File: src/rtl/mem_ctrl_if.sv
// Request / write-data / read-data / RAM-port bundle for mem_ctrl.
// slave is the controller's view; master is the CPU-datapath plus RAM side.
interface mem_ctrl_if #(
  parameter int MAX_LEN_W = 4
);
  logic                 req_valid;
  logic                 req_ready;
  logic                 req_write;
  logic [7:0]           req_addr;
  logic [MAX_LEN_W-1:0] req_len;

  logic                 wr_valid;
  logic                 wr_ready;
  logic [31:0]          wr_data;

  logic                 rd_valid;
  logic [31:0]          rd_data;

  logic                 busy;
  logic                 done;

  logic [7:0]           mem_addr;
  logic [31:0]          mem_wdata;
  logic                 mem_we;
  logic                 mem_re;
  logic [31:0]          mem_rdata;

  modport master (
    output req_valid, req_write, req_addr, req_len,
    output wr_valid, wr_data,
    output mem_rdata,
    input  req_ready, wr_ready, rd_valid, rd_data, busy, done,
    input  mem_addr, mem_wdata, mem_we, mem_re
  );

  modport slave (
    input  req_valid, req_write, req_addr, req_len,
    input  wr_valid, wr_data,
    input  mem_rdata,
    output req_ready, wr_ready, rd_valid, rd_data, busy, done,
    output mem_addr, mem_wdata, mem_we, mem_re
  );
endinterface

File: src/rtl/mem_ctrl.sv
// Single/burst load-store sequencer for the 8-bit-address, 32-bit-data sync RAM port.
// Define MEM_CTRL_BURST_EN to honour req_len; otherwise every transfer is one word.
//
//   state      | meaning
//   -----------+-----------------------------------------------------
//   S_IDLE     | waiting for a request, req_ready high
//   S_RD       | issuing read strobes, one address per cycle
//   S_RD_DRAIN | two cycles for RAM latency + rd_data register
//   S_WR       | accepting write words, one RAM write per accepted word
//   S_WR_LAST  | last write strobe on the RAM port
//   S_DONE     | done pulse, back to idle
module mem_ctrl #(
  parameter int MAX_LEN_W = 4
) (
  input  logic           clk,
  input  logic           clr_n,
  mem_ctrl_if.slave      bus
);

  typedef enum logic [2:0] {
    S_IDLE,
    S_RD,
    S_RD_DRAIN,
    S_WR,
    S_WR_LAST,
    S_DONE
  } state_t;

  state_t      state;
  state_t      state_nxt;

  logic [7:0]  addr_q;
  logic [7:0]  mem_addr_q;
  logic [31:0] mem_wdata_q;
  logic        mem_we_q;
  logic        mem_re_q;
  logic        re_d1;
  logic        rd_valid_q;
  logic [31:0] rd_data_q;
  logic        done_q;
  logic        drain_cnt;
  logic        last_word;

`ifdef MEM_CTRL_BURST_EN
  // Remaining words after the one currently being issued/accepted.
  logic [MAX_LEN_W-1:0] cnt;
  logic                 accept;
  logic                 wr_take;

  assign accept  = bus.req_valid && (state == S_IDLE);
  assign wr_take = bus.wr_valid && (state == S_WR);

  always_ff @(posedge clk) begin
    if (!clr_n) begin
      cnt <= '0;
    end else if (accept) begin
      cnt <= bus.req_len;
    end else if (((state == S_RD) || wr_take) && (cnt != '0)) begin
      cnt <= cnt - MAX_LEN_W'(1);
    end
  end

  assign last_word = (cnt == '0);
`else
  logic unused_req_len;

  assign unused_req_len = ^bus.req_len;
  assign last_word      = 1'b1;
`endif

  always_ff @(posedge clk) begin
    if (!clr_n) begin
      state <= S_IDLE;
    end else begin
      state <= state_nxt;
    end
  end

  always_comb begin
    state_nxt = state;
    case (state)
      S_IDLE: begin
        if (bus.req_valid) begin
          state_nxt = bus.req_write ? S_WR : S_RD;
        end
      end
      S_RD: begin
        if (last_word) begin
          state_nxt = S_RD_DRAIN;
        end
      end
      S_RD_DRAIN: begin
        if (drain_cnt == 1'b0) begin
          state_nxt = S_DONE;
        end
      end
      S_WR: begin
        if (bus.wr_valid && last_word) begin
          state_nxt = S_WR_LAST;
        end
      end
      S_WR_LAST: state_nxt = S_DONE;
      S_DONE:    state_nxt = S_IDLE;
      default:   state_nxt = S_IDLE;
    endcase
  end

  always_comb begin
    bus.req_ready = (state == S_IDLE);
    bus.wr_ready  = (state == S_WR);
    bus.busy      = (state != S_IDLE);
  end

  // RAM strobes, read-return pipeline and done pulse, all registered.
  always_ff @(posedge clk) begin
    if (!clr_n) begin
      addr_q      <= 8'h00;
      mem_addr_q  <= 8'h00;
      mem_wdata_q <= 32'h0;
      mem_we_q    <= 1'b0;
      mem_re_q    <= 1'b0;
      re_d1       <= 1'b0;
      rd_valid_q  <= 1'b0;
      rd_data_q   <= 32'h0;
      done_q      <= 1'b0;
      drain_cnt   <= 1'b0;
    end else begin
      re_d1      <= mem_re_q;
      rd_valid_q <= re_d1;
      if (re_d1) begin
        rd_data_q <= bus.mem_rdata;
      end
      mem_re_q <= 1'b0;
      mem_we_q <= 1'b0;
      done_q   <= 1'b0;
      case (state)
        S_IDLE: begin
          if (bus.req_valid) begin
            if (bus.req_write) begin
              addr_q <= bus.req_addr;
            end else begin
              // First read strobe goes out with the accept edge.
              mem_re_q   <= 1'b1;
              mem_addr_q <= bus.req_addr;
              addr_q     <= bus.req_addr + 8'd1;
            end
          end
        end
        S_RD: begin
          if (!last_word) begin
            mem_re_q   <= 1'b1;
            mem_addr_q <= addr_q;
            addr_q     <= addr_q + 8'd1;
          end else begin
            drain_cnt <= 1'b1;
          end
        end
        S_RD_DRAIN: begin
          if (drain_cnt) begin
            drain_cnt <= 1'b0;
          end else begin
            done_q <= 1'b1;
          end
        end
        S_WR: begin
          if (bus.wr_valid) begin
            mem_we_q    <= 1'b1;
            mem_addr_q  <= addr_q;
            mem_wdata_q <= bus.wr_data;
            addr_q      <= addr_q + 8'd1;
          end
        end
        S_WR_LAST: begin
          done_q <= 1'b1;
        end
        default: begin
        end
      endcase
    end
  end

  assign bus.mem_addr  = mem_addr_q;
  assign bus.mem_wdata = mem_wdata_q;
  assign bus.mem_we    = mem_we_q;
  assign bus.mem_re    = mem_re_q;
  assign bus.rd_valid  = rd_valid_q;
  assign bus.rd_data   = rd_data_q;
  assign bus.done      = done_q;

endmodule

File: src/flat_wrapper.sv
// flat-port wrapper written by rule: the top's interface ports become plain ports
module mem_ctrl_flat 
#(
  parameter int MAX_LEN_W = 4
)
  (clk, clr_n, bus_req_valid, bus_req_write, bus_req_addr, bus_req_len, bus_wr_valid, bus_wr_data, bus_mem_rdata, bus_req_ready, bus_wr_ready, bus_rd_valid, bus_rd_data, bus_busy, bus_done, bus_mem_addr, bus_mem_wdata, bus_mem_we, bus_mem_re);
  mem_ctrl_if #(.MAX_LEN_W(MAX_LEN_W)) bus_i ();
  input  logic clk;
  input  logic clr_n;
  input wire logic [$bits(bus_i.req_valid)-1:0] bus_req_valid;
  input wire logic [$bits(bus_i.req_write)-1:0] bus_req_write;
  input wire logic [$bits(bus_i.req_addr)-1:0] bus_req_addr;
  input wire logic [$bits(bus_i.req_len)-1:0] bus_req_len;
  input wire logic [$bits(bus_i.wr_valid)-1:0] bus_wr_valid;
  input wire logic [$bits(bus_i.wr_data)-1:0] bus_wr_data;
  input wire logic [$bits(bus_i.mem_rdata)-1:0] bus_mem_rdata;
  output wire logic [$bits(bus_i.req_ready)-1:0] bus_req_ready;
  output wire logic [$bits(bus_i.wr_ready)-1:0] bus_wr_ready;
  output wire logic [$bits(bus_i.rd_valid)-1:0] bus_rd_valid;
  output wire logic [$bits(bus_i.rd_data)-1:0] bus_rd_data;
  output wire logic [$bits(bus_i.busy)-1:0] bus_busy;
  output wire logic [$bits(bus_i.done)-1:0] bus_done;
  output wire logic [$bits(bus_i.mem_addr)-1:0] bus_mem_addr;
  output wire logic [$bits(bus_i.mem_wdata)-1:0] bus_mem_wdata;
  output wire logic [$bits(bus_i.mem_we)-1:0] bus_mem_we;
  output wire logic [$bits(bus_i.mem_re)-1:0] bus_mem_re;
  assign bus_i.req_valid = bus_req_valid;
  assign bus_i.req_write = bus_req_write;
  assign bus_i.req_addr = bus_req_addr;
  assign bus_i.req_len = bus_req_len;
  assign bus_i.wr_valid = bus_wr_valid;
  assign bus_i.wr_data = bus_wr_data;
  assign bus_i.mem_rdata = bus_mem_rdata;
  assign bus_req_ready = bus_i.req_ready;
  assign bus_wr_ready = bus_i.wr_ready;
  assign bus_rd_valid = bus_i.rd_valid;
  assign bus_rd_data = bus_i.rd_data;
  assign bus_busy = bus_i.busy;
  assign bus_done = bus_i.done;
  assign bus_mem_addr = bus_i.mem_addr;
  assign bus_mem_wdata = bus_i.mem_wdata;
  assign bus_mem_we = bus_i.mem_we;
  assign bus_mem_re = bus_i.mem_re;
  mem_ctrl #(.MAX_LEN_W(MAX_LEN_W)) u_core (.clk(clk), .clr_n(clr_n), .bus(bus_i));
endmodule
File: config.mk
export PLATFORM = sky130hd
export DESIGN_NAME = mem_ctrl_flat
export DESIGN_NICKNAME = d
export VERILOG_FILES = /design/src/rtl/mem_ctrl_if.sv /design/src/rtl/mem_ctrl.sv /design/src/flat_wrapper.sv
export SDC_FILE = /design/constraint.sdc
export NUM_CORES = 1
export LEC_CHECK = 0
export CAP_MARGIN = 20
export CORE_MARGIN = 4
export CORE_UTILIZATION = 29
export CTS_BUF_LIST = sky130_fd_sc_hd__clkbuf_4 sky130_fd_sc_hd__clkbuf_8
export CTS_CLUSTER_SIZE = 25
export DETAILED_ROUTE_END_ITERATION = 12
export HOLD_SLACK_MARGIN = 0.05
export PLACE_DENSITY_LB_ADDON = 0.25
export SLEW_MARGIN = 25
export SYNTH_ARGS = -nofsm -noshare
export SYNTH_HDL_FRONTEND = slang
export SYNTH_SLANG_ARGS = --single-unit
File: constraint.sdc
create_clock -name clk -period 4.4 [get_ports clk]
set_input_delay 0.44 -clock clk [delete_from_list [all_inputs] [get_ports clk]]
set_output_delay 0.44 -clock clk [all_outputs]
set_load 0.01 [all_outputs]
Word level (Yosys, flattened, before mapping)
Index checks and enable logic that the tools add are counted.
{ "word_totals": {"reg_bits": 89, "in_bits": 81, "out_inout_bits": 79, "word_cells": 49} }
{ "classes": {"n_addsub": 2, "n_eq_ne": 8, "n_mux": 18, "n_reduce_logical": 10} }
{ "ops": {"columns": ["cell", "count"], "rows": [
  ["8-bit two-way mux", 6],
  ["8-bit one-hot mux with 2 select lines", 2],
  ["8-bit by 1-bit adder with 8-bit output (second input constant)", 2],
  ["3-bit one-hot mux with 5 select lines", 1],
  ["3-bit two-way mux", 3],
  ["3-bit AND reduction", 3],
  ["2-bit inequality test (second input constant)", 4],
  ["3-bit by 2-bit equality test with 1-bit output (second input constant)", 2],
  ["1-bit one-hot mux with 2 select lines", 2],
  ["2-bit AND reduction", 2],
  ["4-bit AND reduction", 1],
  ["2-bit nonzero test", 2],
  ["3-bit by 1-bit equality test with 1-bit output (second input constant)", 1],
  ["3-bit equality test (second input constant)", 1],
  ["3-bit logical NOT", 1],
  ["1-bit two-way mux", 3],
  ["3-bit nonzero test", 1],
  ["2-bit two-way mux", 1]
]} }

Longest topological paths before layout
Gate-level depths: netlist of run 1.
{ "depth": {"ltp_word": 4, "mapped_depth": 8, "ltp_nobuf": 7} }

Least setup slack after synthesis of run 1
No wires, ideal clock.
{ "synth_timing": {"kind": "input -> register", "from": "in bus_req_valid", "to": "reg u_core.mem_addr_q[1] (netlist: u_core.bus.mem_addr[1])", "setup_time_ps": 116, "arrival_ps": 1598, "required_time_ps": 4284, "path_slack_ps": 2685, "stages": 7, "path_buffers": 2, "path_cell_list": "or3b_4 > a21o_1 > buf_6 > a21oi_4 > buf_6 > nand3_2 > o211a_1"} }
{ "synth_between": {"elab_chain_len": 2} }
{ "synth_lines": {"columns": ["element", "line_no", "rtl"], "rows": [
  ["start, declared", "flat_wrapper.sv:10", "input wire logic [$bits(bus_i.req_valid)-1:0] bus_req_valid;"],
  ["2-bit inequality test (no source line)", null, null],
  ["4-bit AND reduction (no source line)", null, null],
  ["end signal, assigned", "mem_ctrl.sv:144", "mem_addr_q <= bus.req_addr;"],
  ["end signal, assigned", "mem_ctrl.sv:152", "mem_addr_q <= addr_q;"],
  ["end signal, assigned", "mem_ctrl.sv:168", "mem_addr_q <= addr_q;"],
  ["end, declared", "mem_ctrl.sv:33", "logic [7:0] mem_addr_q;"]
]} }
No other way between the ends.
A chain may end at the register's enable or synchronous reset.

Worst setup path in the final report of run 1
{ "layout_timing": {"from": "reg u_core.state[1]", "to": "out bus_wr_ready"} }
{ "layout_between": {"elab_chain_len": 1} }
{ "layout_lines": {"columns": ["element", "line_no", "rtl"], "rows": [
  ["start, declared", "mem_ctrl.sv:29", "state_t state;"],
  ["start signal, assigned", "mem_ctrl.sv:75", "state <= state_nxt;"],
  ["3-bit by 2-bit equality test with 1-bit output", "mem_ctrl.sv:110", "bus.wr_ready = (state == S_WR);"],
  ["end, declared", "flat_wrapper.sv:18", "output wire logic [$bits(bus_i.wr_ready)-1:0] bus_wr_ready;"]
]} }
No other way between the ends.

==> results of run 1 <==
-- per-layer routing --
layer / track usage [%] / up-vias / part of all wire [%]
li1: - / 1662 / -
met1: 16.1 / 1488 / 44
met2: 20.4 / 112 / 44
met3: 4.78 / 11 / 10
met4: 6.09 / 0 / 2.0
met5: 0 / - / 0
-- cell usage after synthesis (all sizes together) (2+ instances only) --
master	n	share of area (%)
clkbuf	17	1.7
a21oi	8	1.7
mux2i	34	9.1
nand2	98	9.8
o21ai	12	1.6
buf	13	2.0
xnor2	6	1.4
a21boi	35	7.0
or3	3	0.50
and2	4	0.67
ha	2	0.67
nor3b	2	0.40
nor2	5	0.50
dfxtp	89	47
and3	2	0.33
nand3	16	2.4
inv	3	0.30
nor2b	37	6.2
a211oi	2	0.40
o211a	8	2.1
nor3	5	0.67
-- worst max-delay path, stage by stage, from the launching register on --
cell and delay [ps]:
dfxtp_1 470, nor2b_1 210, nand2_1 430, inv_1 660
clkdlybuf4s50_1 670
-- state kept, by name, indices dropped and copies added, names as in the netlist --
name,count
u_core.bus.mem_we,1
u_core.addr_q,8
u_core.drain_cnt,1
u_core.bus.done,1
u_core.bus.rd_valid,1
u_core.bus.rd_data,32
u_core.bus.mem_addr,8
u_core.state,3
u_core.re_d1,1
u_core.bus.mem_re,1
u_core.bus.mem_wdata,32
-- power by group --
| part | internal (mW) | switching [mW] | total (mW) |
|---|---|---|---|
| clock | 0.349 | 0.291 | 0.640 |
| sequential | 0.870 | 0.0623 | 0.932 |
| combinational | 0.240 | 0.189 | 0.429 |
| total | 1.46 | 0.542 | 2.00 |
-- cells by family after synthesis --
group / synth area share (%)
AND/OR/NAND/NOR: 22.4
flip-flops: 47.4
AO/OA/AOI/OAI: 14.8
multiplexers: 9.06
buffers and inverters: 4.03
XOR/XNOR: 1.63
adder cells (fa/ha/maj): 0.666
-- final timing paths --
path / start / to / depth (start not counted)
hold / removal: u_core.bus.mem_wdata[20]$_SDFFE_PN0P_ / u_core.bus.mem_wdata[20]$_SDFFE_PN0P_ / 2
setup reg to reg: u_core.state[1]$_SDFFE_PN0P_ / u_core.bus.mem_wdata[15]$_SDFFE_PN0P_ / 6
setup / recovery: u_core.state[1]$_SDFFE_PN0P_ / bus_wr_ready / 4
hold reg to reg: u_core.bus.mem_wdata[20]$_SDFFE_PN0P_ / u_core.bus.mem_wdata[20]$_SDFFE_PN0P_ / 2
-- metrics by stage --
stage | util [%] | setup slack (ps) | cell area [µm²] | cells | hold WS (ps)
final | 44.4 | 1170 | 5620 | 729 | 465
after global routing | 44.4 | 916 | 5620 | 729 | 491
after CTS | 44.3 | 1140 | 5620 | 729 | 470
after detailed placement | 42.5 | 1220 | 5390 | 713 | 455
after global placement | 42.5 | 1370 | 5390 | 713 | 449
after floorplan | - | 2690 | 3760 | 415 | 469
-- final cells by class --
class                           instances  share of cell area [%]
Multi-Input combinational cell        293                    32.5
Sequential cell                        89                    31.7
Timing Repair Buffer                  156                    27.6
Tap cell                              172                    3.83
Clock buffer                           11                    2.69
Clock inverter                          5                    1.38
Inverter                                3                   0.200
==> impl_metrics.py, run 1 <==
metrics = {
    "logic_synthesis": {
        "synth.distinct_cells": 39,
        "synthFlopType": "dfxtp_1",
        "syn_nets": 498,
        "synthArstFlopShare_pct": 0,
        "synth_seq_area_share_pct": 47.4,
        "ys_warn_count": 0,
        "syn_inst": 415,
        "syn_avg_cell_area_um2": 9.05,
        "synth_area_um2": 3760,
        "synth_edf_count": 0,
        "synth-seq-cells": 89,
    },
    "layout": {
        "syn_to_final_growth_pct": 49.6,
        "regArea_um2": 1780,
        "final_nets": 635,
        "final_common_cell": "clkdlybuf4s50_1",
        "multi_input_area_um2": 1830,
        "mostFrequentLayoutCells": "clkdlybuf4s50_1, nand2_1, dfxtp_1",
        "layout-drive-gt1-share_pct": 4.85,
        "num-fill-cells": 1286,
        "antenna-diode-count": 0,
    },
    "clock_tree": {
        "cts_hold_buf": 0,
        "h-tree-depth": 3,
        "root_buffer": "clkbuf_8",
        "cts_inserted_buffers": 9,
        "insertion_delay_ps": 360,
        "clockBufferDepth": 2,
        "cts_tree": "built",
        "clk_pin_slew_ps": 90,
        "ctsResizeCount": 0,
        "cts.sinks": 89,
        "post-cts-setup-buffers": 0,
    },
    "sta": {
        "slew_headroom_pct": 33.8,
        "period_minus_slack_ps": 3230,
        "worst_pin_slew_ps": 993,
        "layout_worst_path_cycle_share_pct": 73.5,
        "setup_viol": 0,
        "slew_violations": 0,
        "hold_violations": 0,
        "finalSetupTns_ps": 0,
        "rsz0062_at_grt": "no",
        "fmax_mhz": 309,
        "skew_ps": 6.17,
    },
    "worst_hold_path": {
        "holdCritPathClass": "register to register",
    },
    "pwr": {
        "powerDensity_nw_per_um2": 356,
        "cellLeakagePower_nw": 1.94,
        "power_mw": 2.00,
        "irDropWorstVdd_uv": 158,
    },
    "route": {
        "wl_per_cell_um": 13.3,
        "wirelength_um": 9710,
        "first_iter_violations": 169,
        "viasPerCell": 4.49,
        "drc": 0,
        "firstDrtPassIters": 4,
        "vias": 3273,
        "postRouteAntennaNets": 0,
    },
    "critical_path": {
        "cp.required_ps": 3960,
        "reg2reg_slack_ps": 1590,
        "path_max_fanout": 21,
        "arrival_ps": 2790,
        "critical_path_class": "register to primary output",
        "worstSetupStartpointType": "register",
        "end_kind": "primary output",
    },
    "global_route": {
        "grt_pass1_wl_um": 15500,
        "antenna_found_initial": 0,
        "track_usage_pct": 13.1,
        "grt.overflow.total": 0,
        "grt_pass1_vias": 3172,
        "grt_max_degree": 51,
    },
    "placement": {
        "routabilityCongestion": 0.740,
        "io_buffers": 155,
        "dp_hpwl_um": 6930,
    },
    "floorplanning": {
        "initial_core_util_pct": 29.7,
        "core-area_um2": 12700,
        "dieArea_um2": 14800,
        "rows": 41,
        "ios": 160,
        "chipHeight_um": 122,
        "die_w_um": 122,
    },
    "run": {
        "max-cap-violations": 0,
    },
    "outcome": {
        "status": "finished, final reports clean",
    },
}
Note: power is estimated with default switching activity, not from simulation.
==> run 2, diff against run 1 <==
==> constraint.sdc (replaced) <==
create_clock -name clk -period 2.7 [get_ports clk]
set_input_delay 0.27 -clock clk [delete_from_list [all_inputs] [get_ports clk]]
set_output_delay 0.27 -clock clk [all_outputs]
set_load 0.01 [all_outputs]
==> run 2 against run 1 <==
Effect of this change:
- combinational power up 67%
- setup slack worse by 700 ps
- final cell count up 0.82%
- largest cell class unchanged
- largest power group unchanged
- highest routed layer unchanged
==> impl_metrics.py, run 2 (same netlist as run 1, synthesis figures left out) <==
metrics = {
    "layout": {
        "layout-drive-gt1-share_pct": 5.51,
        "mostFrequentLayoutCells": "clkdlybuf4s50_1, nand2_1, dfxtp_1",
        "num-fill-cells": 1290,
        "final_nets": 642,
        "antenna-diode-count": 0,
        "stdcell_area_um2": 5660,
        "syn_to_final_growth_pct": 50.6,
        "final_common_cell": "clkdlybuf4s50_1",
        "utilization_pct": 44.7,
    },
    "global_route": {
        "grt_max_degree": 40,
        "grt_pass1_vias": 3187,
        "grt_pass1_wl_um": 15700,
        "grt.overflow.total": 0,
        "antenna_found_initial": 0,
        "track_usage_pct": 13.5,
    },
    "sta": {
        "slew_violations": 0,
        "holdWs_ps": 375,
        "layout_setup_ws_ps": 464,
        "period_minus_slack_ps": 2240,
        "worst_pin_slew_ps": 981,
        "setup_viol": 0,
        "rsz0062_at_grt": "no",
        "slew_headroom_pct": 34.6,
        "finalSetupTns_ps": 0,
        "fmax_mhz": 447,
        "skew_ps": 11.2,
        "hold_violations": 0,
        "layout_worst_path_cycle_share_pct": 82.8,
    },
    "critical_path": {
        "path_max_fanout": 12,
        "worstSetupStartpointType": "register",
        "cp.required_ps": 2430,
        "critical_path_class": "register to primary output",
        "arrival_ps": 1970,
        "end_kind": "primary output",
    },
    "route": {
        "wl_per_cell_um": 13.6,
        "drc": 0,
        "viasPerCell": 4.54,
        "first_iter_violations": 161,
        "wirelength_um": 10000,
        "vias": 3334,
        "postRouteAntennaNets": 0,
        "firstDrtPassIters": 4,
    },
    "floorplanning": {
        "ios": 160,
        "chipHeight_um": 122,
        "core-area_um2": 12700,
        "initial_core_util_pct": 29.7,
        "dieArea_um2": 14800,
        "die_w_um": 122,
        "rows": 41,
    },
    "placement": {
        "routabilityCongestion": 0.743,
        "io_buffers": 155,
        "dpl-instance-area_um2": 5440,
        "pre_cts_slack_ps": 499,
        "dp_hpwl_um": 7140,
    },
    "pwr": {
        "sequentialPowerShare_pct": 46.8,
        "p_sw_mw": 0.884,
        "power.internal_mw": 2.36,
        "clockPowerShare_pct": 31.1,
        "p_comb_share_pct": 22.1,
        "cellLeakagePower_nw": 1.96,
        "irDropWorstVdd_uv": 265,
        "powerDensity_nw_per_um2": 574,
        "p_sw_share_pct": 27.2,
    },
    "clock_tree": {
        "ctsResizeCount": 0,
        "cts_hold_buf": 0,
        "h-tree-depth": 3,
        "insertion_delay_ps": 370,
        "clockBufferDepth": 2,
        "post-cts-setup-buffers": 0,
        "cts_tree": "built",
        "clk_pin_slew_ps": 90,
        "cts_inserted_buffers": 9,
        "cts.sinks": 89,
        "root_buffer": "clkbuf_8",
    },
    "outcome": {
        "status": "finished, final reports clean",
    },
    "run": {
        "max-cap-violations": 0,
    },
    "worst_hold_path": {
        "holdCritPathClass": "primary input to register",
    },
}
==> run 2: cell types whose count changed in the layout (fill, tap and decap cells not counted), sizes merged <==
cell / before / now
buf: 2 / 9
clkbuf: 11 / 10
clkinv: 2 / 1
clkinvlp: 1 / 2
==> run 2: worst paths after layout <==
check,startpoint,end,slack (ps),depth (start not counted)
setup / recovery,u_core.state[2]$_SDFFE_PN0P_,bus_req_ready,460,3
hold / removal,clr_n,u_core.bus.mem_addr[6]$_SDFFE_PN0P_,380,2
hold reg to reg,u_core.bus.mem_wdata[30]$_SDFFE_PN0P_,u_core.bus.mem_wdata[30]$_SDFFE_PN0P_,460,2
setup reg to reg,u_core.state[1]$_SDFFE_PN0P_,u_core.bus.mem_wdata[23]$_SDFFE_PN0P_,730,8
==> run 2: worst max-delay path, stage by stage (launching register included) <==
cell and delay (ps):
dfxtp_1 440, or3_1 460, inv_1 140, clkdlybuf4s50_1 550
==> run 2: per-stage QoR <==
stage	instances	power, mW
finish	735	3.25
global route	735	3.44
CTS	735	3.31
detailed placement	720	2.28
global placement	720	2.26
floorplan	415	1.93
==> run 2: power by group through the flow <==
stage / Sequential (mW) / Clock [mW] / Combinational [mW]
global placement: 1.55 / 0 / 0.714
CTS: 1.52 / 1.06 / 0.731
detailed placement: 1.55 / 0 / 0.726
floorplan: 1.54 / 0 / 0.385
global route: 1.54 / 1.11 / 0.791
finish: 1.52 / 1.01 / 0.718
==> run 2: per-layer routing <==
layer | vias up | wire, µm | track usage (%)
met4 | 0 | 217 | 6.86
met5 | - | 0 | 0
li1 | 1677 | - | -
met2 | 119 | 4440 | 21.2
met1 | 1526 | 4390 | 16.4
met3 | 12 | 951 | 4.78
==> run 2: area by class of cell <==
class | instances | area, µm² | area share [%]
multi-input cells | 293 | 1820 | 32.2
repair buffers | 163 | 1610 | 28.4
flip-flops and latches | 89 | 1780 | 31.5
clock inverters | 5 | 80.1 | 1.42
well taps | 172 | 215 | 3.80
inverters | 3 | 11.3 | 0.199
clock buffers | 10 | 138 | 2.43
==> run 3, diff against run 2 <==
==> constraint.sdc (replaced) <==
create_clock -name clk -period 2.25 [get_ports clk]
set_input_delay 0.225 -clock clk [delete_from_list [all_inputs] [get_ports clk]]
set_output_delay 0.225 -clock clk [all_outputs]
set_load 0.01 [all_outputs]
==> run 3 against run 2 <==
Effect of this change:
- utilization rose by 0.27 points
- sequential share of layout area fell by 0.14 points
- non-clock buffer count rose by 7
- setup slack got worse by 330 ps
- final cell count rose by 1.1%
- wire length rose by 3.3%
- via count rose by 0.93%
- die area did not move
- critical path depth did not move
- critical path type unchanged
- critical endpoint unchanged
- clock-buffer cell count rose by 4
- sequential power rose by 20%
- combinational power rose by 28%
==> impl_metrics.py, run 3 (same netlist as run 1, synthesis figures left out) <==
metrics = {
    "placement": {
        "dp_cells": 727,
        "io_buffers": 155,
        "routabilityCongestion": 0.777,
        "dp_hpwl_um": 7510,
        "pre_cts_slack_ps": 124,
        "dpl-instance-area_um2": 5490,
    },
    "global_route": {
        "track_usage_pct": 14.4,
        "grt_max_degree": 47,
        "grt_pass1_vias": 3437,
        "grt_pass1_wl_um": 16800,
        "antenna_found_initial": 0,
        "grt.overflow.total": 0,
    },
    "sta": {
        "skew_ps": 5.10,
        "hold_violations": 0,
        "period_minus_slack_ps": 2120,
        "layout_worst_path_cycle_share_pct": 94.1,
        "layout_setup_ws_ps": 134,
        "fmax_mhz": 473,
        "slew_headroom_pct": 63.9,
        "finalSetupTns_ps": 0,
        "worst_pin_slew_ps": 541,
        "setup_viol": 0,
        "slew_violations": 0,
        "holdWs_ps": 372,
        "rsz0062_at_grt": "no",
    },
    "critical_path": {
        "worstSetupStartpointType": "register",
        "max_stage_delay_ps": 560,
        "critical_path_class": "register to primary output",
        "slowest_stage": "clkdlybuf4s50_1",
        "path_max_fanout": 12,
        "arrival_ps": 1890,
        "cp.required_ps": 2030,
        "cp_top_family": "buffers and inverters",
        "path_cells": "or3_1 -> inv_1 -> clkdlybuf4s50_1",
        "end_kind": "primary output",
        "cp_num_buf_inv": 2,
    },
    "route": {
        "wl_per_cell_um": 13.9,
        "postRouteAntennaNets": 0,
        "first_iter_violations": 151,
        "vias": 3365,
        "firstDrtPassIters": 4,
        "wirelength_um": 10300,
        "drc": 0,
        "viasPerCell": 4.53,
    },
    "layout": {
        "stdcell_area_um2": 5690,
        "syn_to_final_growth_pct": 51.5,
        "layout.cells.non_filler": 743,
        "antenna-diode-count": 0,
        "num-fill-cells": 1298,
        "layout-drive-gt1-share_pct": 7.36,
        "final_common_cell": "clkdlybuf4s50_1",
        "final_nets": 649,
        "mostFrequentLayoutCells": "clkdlybuf4s50_1, nand2_1, dfxtp_1",
    },
    "clock_tree": {
        "cts_tree": "built",
        "post-cts-setup-buffers": 0,
        "cts_inserted_buffers": 9,
        "cts_hold_buf": 0,
        "clk_pin_slew_ps": 80,
        "root_buffer": "clkbuf_8",
        "clockBufferDepth": 2,
        "h-tree-depth": 3,
        "cts.sinks": 89,
        "insertion_delay_ps": 370,
    },
    "pwr": {
        "irDropWorstVdd_uv": 232,
        "powerDensity_nw_per_um2": 670,
        "cellLeakagePower_nw": 2.00,
    },
    "floorplanning": {
        "ios": 160,
        "dieArea_um2": 14800,
        "rows": 41,
        "core-area_um2": 12700,
        "die_w_um": 122,
        "initial_core_util_pct": 29.7,
        "chipHeight_um": 122,
    },
    "run": {
        "max-cap-violations": 0,
    },
    "outcome": {
        "status": "finished, final reports clean",
    },
    "worst_hold_path": {
        "holdCritPathClass": "primary input to register",
    },
}
## run 3: where the power goes
part	internal (mW)	switching, mW
combinational	0.516	0.402
clock	0.532	0.548
sequential	1.70	0.113
total	2.75	1.06
## run 3: repair_timing
action                                  CTS  global route
gates cloned                              0             0
gates resized for setup                   1             2
endpoints found under the setup margin    1             2
## run 3: worst paths after layout
kind	cells past startpoint	to	startpoint	slack, ps
max	3	bus_req_ready	u_core.state[2]$_SDFFE_PN0P_	130
min	2	u_core.bus.mem_addr[5]$_SDFFE_PN0P_	clr_n	370
max reg2reg	6	u_core.addr_q[5]$_SDFFE_PN0P_	u_core.state[0]$_SDFFE_PN0P_	370
min reg2reg	1	u_core.bus.rd_valid$_SDFF_PN0_	u_core.re_d1$_SDFF_PN0_	450
## run 3: layout make-up
class	instances	area (µm²)	share of cell area (%)
clock buffer	14	186	3.28
clock inverter	2	10.0	0.176
inverter	3	11.3	0.198
multi-input combinational	293	1820	32.1
sequential	89	1790	31.4
tap	172	215	3.78
timing repair buffer	170	1660	29.1
## run 3: stage by stage
step / util, % / total power, mW
detailed placement: 43.3 / 2.78
global route: 44.9 / 4.06
floorplan: - / 2.31
finish: 44.9 / 3.81
global placement: 43.3 / 2.75
CTS: 44.9 / 3.89
## run 3: metal layers
metal  track usage [%]  vias to the layer above  share of wire [%]
met4              6.44                        0                2.1
met2              22.7                      117                 45
met5                 0                        -                  0
li1                  -                     1694                  -
met1              17.4                     1540                 44
met3              5.52                       14                9.4
